`src/rtl/async_fifo_rd_stage.sv`:
```
// Read-side drain stage for async_fifo: hides the FIFO's one-cycle read latency
// behind a 2-entry buffer and presents a valid/ready stream with burst markers.
module async_fifo_rd_stage #(
  parameter int WIDTH = 16,
  parameter int BURST = 4
) (
  input  logic             clk_r,
  input  logic             rst,
  input  logic             fifo_empty,
  input  logic [WIDTH-1:0] fifo_rdata,
  input  logic             fifo_underflow,
  output logic             fifo_rd_en,
  output logic             m_valid,
  input  logic             m_ready,
  output logic [WIDTH-1:0] m_data,
  output logic             m_last,
  output logic [15:0]      word_cnt,
  output logic             err_underflow
);

  localparam int BW = (BURST > 1) ? $clog2(BURST) : 1;
  localparam logic [BW-1:0] BEAT_MAX = BW'(BURST - 1);

  logic [WIDTH-1:0] buf_q [2];
  logic [WIDTH-1:0] buf_d [2];
  logic [1:0]       occ_q, occ_d;
  logic             inflight_q;
  logic [BW-1:0]    beat_q, beat_d;
  logic [15:0]      cnt_q, cnt_d;
  logic             err_q, err_d;
  logic             pop_s;
  logic [2:0]       level_s;
  logic [1:0]       tail_s;

  assign m_valid       = (occ_q != 2'd0);
  assign pop_s         = m_valid & m_ready;
  // Occupancy after this edge if nothing new is issued; combinational through
  // m_ready so a pop frees a slot in the same cycle and sustains 1 word/cycle.
  assign level_s       = {1'b0, occ_q} + {2'b00, inflight_q} - {2'b00, pop_s};
  assign tail_s        = occ_q - {1'b0, pop_s};
  assign fifo_rd_en    = !rst && !fifo_empty && (level_s < 3'd2);
  assign m_data        = buf_q[0];
  assign m_last        = m_valid && (beat_q == BEAT_MAX);
  assign word_cnt      = cnt_q;
  assign err_underflow = err_q;

  // Next-state: head removal shifts slot 1 down, arriving data lands at the tail.
  always_comb begin
    buf_d  = buf_q;
    beat_d = beat_q;
    cnt_d  = cnt_q;
    occ_d  = level_s[1:0];
    err_d  = err_q | fifo_underflow;
    if (pop_s) begin
      buf_d[0] = buf_q[1];
      beat_d   = (beat_q == BEAT_MAX) ? '0 : beat_q + BW'(1);
      cnt_d    = cnt_q + 16'd1;
    end else begin
      beat_d   = beat_q;
      cnt_d    = cnt_q;
    end
    if (inflight_q) begin
      if (tail_s == 2'd0) begin
        buf_d[0] = fifo_rdata;
      end else begin
        buf_d[1] = fifo_rdata;
      end
    end else begin
      occ_d = level_s[1:0];
    end
  end

  // State registers; reset discards buffered and in-flight words immediately.
  always_ff @(posedge clk_r or posedge rst) begin
    if (rst) begin
      buf_q[0]   <= '0;
      buf_q[1]   <= '0;
      occ_q      <= 2'd0;
      inflight_q <= 1'b0;
      beat_q     <= '0;
      cnt_q      <= 16'd0;
      err_q      <= 1'b0;
    end else begin
      buf_q[0]   <= buf_d[0];
      buf_q[1]   <= buf_d[1];
      occ_q      <= occ_d;
      inflight_q <= fifo_rd_en;
      beat_q     <= beat_d;
      cnt_q      <= cnt_d;
      err_q      <= err_d;
    end
  end

  async_fifo_rd_stage_chk u_chk (
    .clk_r      (clk_r),
    .rst        (rst),
    .occ        (occ_q),
    .inflight   (inflight_q),
    .pop        (pop_s)
  );

endmodule

// Occupancy invariants of the drain stage.
module async_fifo_rd_stage_chk (
  input logic       clk_r,
  input logic       rst,
  input logic [1:0] occ,
  input logic       inflight,
  input logic       pop
);

  a_occ_bound: assert property (@(posedge clk_r) disable iff (rst)
    (({1'b0, occ} + {2'b00, inflight}) <= 3'd2));

  a_no_overfill: assert property (@(posedge clk_r) disable iff (rst)
    !(inflight && (occ == 2'd2) && !pop));

endmodule

```
`config.mk`:
```
export PLATFORM = sky130hd
export DESIGN_NAME = async_fifo_rd_stage
export DESIGN_NICKNAME = d
export VERILOG_FILES = /design/src/rtl/async_fifo_rd_stage.sv
export SDC_FILE = /design/constraint.sdc
export NUM_CORES = 1
export LEC_CHECK = 0
export ABC_AREA = 1
export BUFFER_PORTS_ARGS = -buffer_cell sky130_fd_sc_hd__buf_2
export CELL_PAD_IN_SITES_DETAIL_PLACEMENT = 0
export CELL_PAD_IN_SITES_GLOBAL_PLACEMENT = 2
export CORE_UTILIZATION = 23
export CTS_BUF_LIST = sky130_fd_sc_hd__clkbuf_8
export DETAILED_ROUTE_END_ITERATION = 8
export PLACE_DENSITY = 0.68
export REMOVE_ABC_BUFFERS = 1
export SLEW_MARGIN = 20
export SYNTH_ARGS = -nofsm -noshare
export SYNTH_HDL_FRONTEND = slang
export SYNTH_SLANG_ARGS = --single-unit
```
`constraint.sdc`:
```
create_clock -name clk_r -period 2.7 [get_ports clk_r]
set_input_delay 0.27 -clock clk_r [delete_from_list [all_inputs] [get_ports clk_r]]
set_output_delay 0.27 -clock clk_r [all_outputs]
set_load 0.01 [all_outputs]
```
# Word-level counts from Yosys, hierarchy flattened
# Cells that the tools add are included.
[word_totals]
ff_bits = 54
inputBits = 21
elab_cells = 30
[classes]
add_sub_neg = 5
n_lt_le_gt_ge = 1
n_eq_ne = 1
mux = 5
bitwise = 3
reduce_logical = 8
[ops]
columns = ["cell", "count"]
rows = [
  ["$mux W16", 3],
  ["$mux W32", 1],
  ["$add A16 B1 Y16 const B", 1],
  ["$add A2 B1 Y3", 1],
  ["$logic_and A1 B1 Y1", 3],
  ["$lt A3 B2 Y1 const B", 1],
  ["$sub A3 B1 Y3", 1],
  ["$add A2 B1 Y2 const B", 1],
  ["$eq A2 B2 Y1 const B", 1],
  ["$logic_not A1 Y1", 2],
  ["$logic_not A2 Y1", 1],
  ["$mux W2", 1],
  ["$reduce_and A2 Y1", 1],
  ["$reduce_bool A2 Y1", 1],
  ["$sub A2 B1 Y2", 1],
  ["$and A1 B1 Y1", 1],
  ["$not A1 Y1", 1],
  ["$or A1 B1 Y1", 1],
]

# Logic depth before layout (Yosys ltp)
[logic_depth]
word_depth = 6
depth_mapped = 9
depth_no_buf = 8

# Least setup slack after synthesis
# Ideal clock, no wire load.
[synth_timing]
kind = "register to output"
startpoint = "register occ_q[1]"
endpoint = "output port fifo_rd_en"
arrival_time_ns = 2.131
required_time_ns = 2.430
slack_ns = 0.299
stages_incl_launch_ff = 9
path_cell_list = "dfrtp_1 nor2_1 nor2_4 buf_2 nand2_1 nand2_1 ha_1 fa_1 nor4_1"
[synth_between]
elab_chain_len = 5
[synth_lines]
columns = ["element", "line", "rtl"]
rows = [
  ["from (decl)", "26", "logic [1:0] occ_q, occ_d;"],
  ["from (signal assigned)", "78", "occ_q <= 2'd0;"],
  ["from (signal assigned)", "86", "occ_q <= occ_d;"],
  ["parallel branches: the longest is 2 deep, another holds $add A2 B1 Y3", "--", ""],
  ["$sub A3 B1 Y3 (*)", "39", "assign level_s = {1'b0, occ_q} + {2'b00, inflight_q} - {2'b00, pop_s};"],
  ["via level_s[1]", "32", "logic [2:0] level_s;"],
  ["$lt A3 B2 Y1 (*)", "41", "assign fifo_rd_en = !rst && !fifo_empty && (level_s < 3'd2);"],
  ["$logic_and A1 B1 Y1 (*)", "41", ""],
  ["to (decl)", "12", "output logic fifo_rd_en,"],
]
# Mark *: on every way through the listed nets, which the timed path passes.

# Worst setup path after layout
[layout_timing]
startpoint = "register occ_q[0]"
endpoint = "output port fifo_rd_en"
# The elaborated chain is that of the path after synthesis.

==> impl_table.tex <==
\begin{tabular}{lr}
\hline
Metric & Value \\
\hline
\multicolumn{2}{l}{\textbf{Floorplanning}} \\
\quad Initial standard-cell utilization of the core & 23.6\% \\
\quad Floorplan die height & 107 µm \\
\quad Core area & 10800 µm² \\
\quad Horizontal die dimension & 107 µm \\
\quad Std cell rows & 38 \\
\quad IO Count & 57 \\
\quad Area of the die & 11500 µm² \\
\multicolumn{2}{l}{\textbf{STA}} \\
\quad Final Slew Violations & 0 \\
\quad Worst hold margin & 0.135 ns \\
\quad Number of failing hold endpoints at the final stage & 0 \\
\quad Relative slew slack & 37.8\% \\
\quad Worst Max-Slew Pin Slew & 0.932 ns \\
\quad Final clock skew & 0.00699 ns \\
\quad Final worst path period share & 93.7\% \\
\quad RSZ-0062 raised after global routing & no \\
\quad Min Clock Period, post-route & 2.53 ns \\
\quad Total negative setup slack & 0 ns \\
\quad Maximum operating frequency & 395 MHz \\
\quad Finish-stage setup viols & 0 \\
\multicolumn{2}{l}{\textbf{Yosys}} \\
\quad Post-synth cell types & 27 \\
\quad Synth warn & 0 \\
\quad Flops \& latches, synth & 54 \\
\quad Average instance area after synthesis & 8.49 µm² \\
\quad Library cell occupying the most area in the post-synthesis netlist & dfrtp\_1 \\
\quad Area of the mapped netlist & 2550 µm² \\
\quad Count of mapped cells out of synthesis & 301 \\
\quad Sequential cell area fraction in the yosys report & 52.9\% \\
\quad Leading cell types by total area after synthesis & dfrtp\_1 (53\%), nand2\_1 (12\%), inv\_1 (5.4\%), buf\_4 (4.7\%), a31oi\_1 (3.9\%) \\
\quad Top cell type's share of synthesized area & 52.9\% \\
\multicolumn{2}{l}{\textbf{Route}} \\
\quad DR vias & 1930 \\
\quad Count of unresolved DRC violations after routing & 0 \\
\quad TritonRoute pass-1 iters & 4 \\
\quad Avg WL per Cell & 11.8 µm \\
\quad Total length of routed wires & 5680 µm \\
\quad Number of DRC markers in iteration 0 & 61 \\
\quad Via density & 4.00 \\
\quad Post-detailed-route count of antenna-violating nets & 0 \\
\multicolumn{2}{l}{\textbf{Global route}} \\
\quad Number of antenna violations at the first check in global routing & 0 \\
\quad Total congestion overflow after global routing & 0 \\
\quad Overall fraction of global-route tracks in use & 10.7\% \\
\quad Number of global-route vias before repair & 1989 \\
\quad Wire length of the first global-routing pass & 9520 µm \\
\quad Pin count of the biggest net entering global routing & 45 \\
\multicolumn{2}{l}{\textbf{Clock tree}} \\
\quad Number of buffers between clock root and the deepest sink & 2 \\
\quad CTS tree & done \\
\quad Root buffer cell & clkbuf\_8 \\
\quad Number of hold-repair buffers added at the cts stage & 0 \\
\quad Postcts setup bufs & 0 \\
\quad Clock slew at the register clock pins of the worst setup and hold paths & 0.09 ns \\
\quad Clock H-tree levels & 2 \\
\quad Skew-Pair Late Insertion Delay & 0.30 ns \\
\quad TritonCTS Sinks & 54 \\
\quad Num CTS Buffers & 5 \\
\multicolumn{2}{l}{\textbf{Run}} \\
\quad Number of maximum-capacitance constraint violations & 0 \\
\multicolumn{2}{l}{\textbf{Setup path}} \\
\quad Highest fanout seen on the critical path & 4 \\
\quad Crit path capture type & primary output \\
\quad Critical Path Start Type & flop \\
\quad WP data arrival & 2.26 ns \\
\quad Critical setup path kind & flop to primary output \\
\quad Critical path required time & 2.43 ns \\
\multicolumn{2}{l}{\textbf{Final layout}} \\
\quad Area delta synth->final & 16.8\% \\
\quad Filler Cell Count & 1237 \\
\quad Area occupied by registers & 1350 µm² \\
\quad Multi-input gate area in the final layout & 907 µm² \\
\quad Diodes inserted & 0 \\
\quad Final Util & 27.5\% \\
\quad Proportion of layout cells with a drive suffix above 1 & 22.8\% \\
\quad Most used cells in the layout excluding fill and tap cells & nand2\_1 (84), buf\_2 (56), dfrtp\_1 (54), inv\_1 (36), nor2\_1 (25) \\
\quad Final \#Nets & 368 \\
\quad Most common cell after layout, fill and taps aside & nand2\_1 \\
\multicolumn{2}{l}{\textbf{Power and ir drop}} \\
\quad Proportion of power drawn by flip-flops and latches & 47.5\% \\
\quad VDD IR-drop max & 0.258 mV \\
\quad Cell-internal power & 1690 µW \\
\quad Clock group share of total power & 16.8\% \\
\quad Power per cell area & 903 nW/µm² \\
\quad Switching Fraction & 37.2\% \\
\quad Power spent charging and discharging nets & 1000 µW \\
\quad Static power due to leakage & 0.00157 µW \\
\quad Power share of the combinational group & 35.7\% \\
\quad Final Power & 2700 µW \\
\multicolumn{2}{l}{\textbf{Placement}} \\
\quad HPWL reported at the end of detailed placement & 3930 µm \\
\quad Port Buf Inserts & 56 \\
\quad Last weighted congestion value of the routability-driven placer & 0.755 \\
\multicolumn{2}{l}{\textbf{Run status}} \\
\quad Run status & completed \\
\multicolumn{2}{l}{\textbf{Hold path}} \\
\quad Path category of the worst min-delay check & input pin to flop \\
\hline
\end{tabular}
power groups by stage:
| stage | clock (µW) | sequential [µW] | combinational, µW |
|---|---|---|---|
| after floorplan | 0 | 1320 | 548 |
| after global placement | 0 | 1290 | 943 |
| after detailed placement | 0 | 1290 | 968 |
| after CTS | 488 | 1280 | 976 |
| after global routing | 507 | 1320 | 1110 |
| final | 453 | 1280 | 962 |
cell usage after synthesis (all sizes together):
master and n:
nand2 85, nand4 2, nand3b 1, buf 27, xor2 5, o21ai 19
ha 3, a21oi 1, xnor2 5, fa 1, nand3 9, inv 38
nor2 29, or2 2, o21a 1, nor4 1, a31oi 16, nor3 2
dfrtp 54
layout make-up:
class / count / share of cell area (%)
clock buffers: 6 / 2.77
well taps: 140 / 5.87
multi-input cells: 182 / 30.4
inverters: 38 / 4.78
flip-flops and latches: 54 / 45.3
repair buffers: 62 / 10.9
state kept, by name, indices dropped and copies added, names as in the netlist:
name,count
word_cnt,16
beat_q,2
inflight_q,1
m_data,16
err_underflow,1
buf_q,16
occ_q,2
logic make-up (layout without fill, tap and decap cells):
kind of cell | count (synthesis) | in the layout | share of synthesized area (%)
buffers and inverters | 65 | 106 | 12.3
AOI/OAI and AO/OA | 37 | 37 | 8.13
DFF | 54 | 54 | 52.9
and+or+nand+nor | 131 | 131 | 21.0
adders and majority gates | 4 | 4 | 2.25
xor gates and xnor gates | 10 | 10 | 3.43
worst paths after layout:
check	from	end	slack (ns)	depth (start not counted)
max in group asynchronous	rst	m_data[1]$_DFF_PP0_	1.85	3
worst min register to register	err_underflow$_DFF_PP0_	err_underflow$_DFF_PP0_	0.47	1
worst max register to register	occ_q[0]$_DFF_PP0_	inflight_q$_DFF_PP0_	0.82	7
worst max-delay path	occ_q[0]$_DFF_PP0_	fifo_rd_en	0.17	8
min in group asynchronous	rst	inflight_q$_DFF_PP0_	0.19	2
worst min-delay path	fifo_empty	inflight_q$_DFF_PP0_	0.13	2
metal layers:
metal  track usage, %  wire length, µm  vias to the layer above
met1             12.8             2740                      885
met2             18.5             2640                       39
met4             3.52               38                        0
met5                0                0                        -
li1                 -                -                     1004
met3             2.78              265                        2
stage by stage:
stage                     setup WS (ns)  instances  cell area [µm²]
after floorplan                 0.00252        274             2380
after global placement            0.393        476             2890
after CTS                        0.0305        482             2970
after detailed placement          0.320        476             2890
final                             0.169        482             2980
after global routing             0.0503        482             2980
worst max-delay path, cell delays in order, from the launching register on:
cell and delay, ns:
dfrtp_1 0.45, nor2_4 0.17, nor2_4 0.04, nand2_1 0.09, nand2_1 0.08, ha_1 0.20, fa_1 0.49, nor4_2 0.26
buf_2 0.18
what timing repair did:
action	CTS	global route
endpoints found under the setup margin	1	1
resized for setup	1	2
endpoints found under the hold margin	0	0
(Power assumes the default switching activity.)
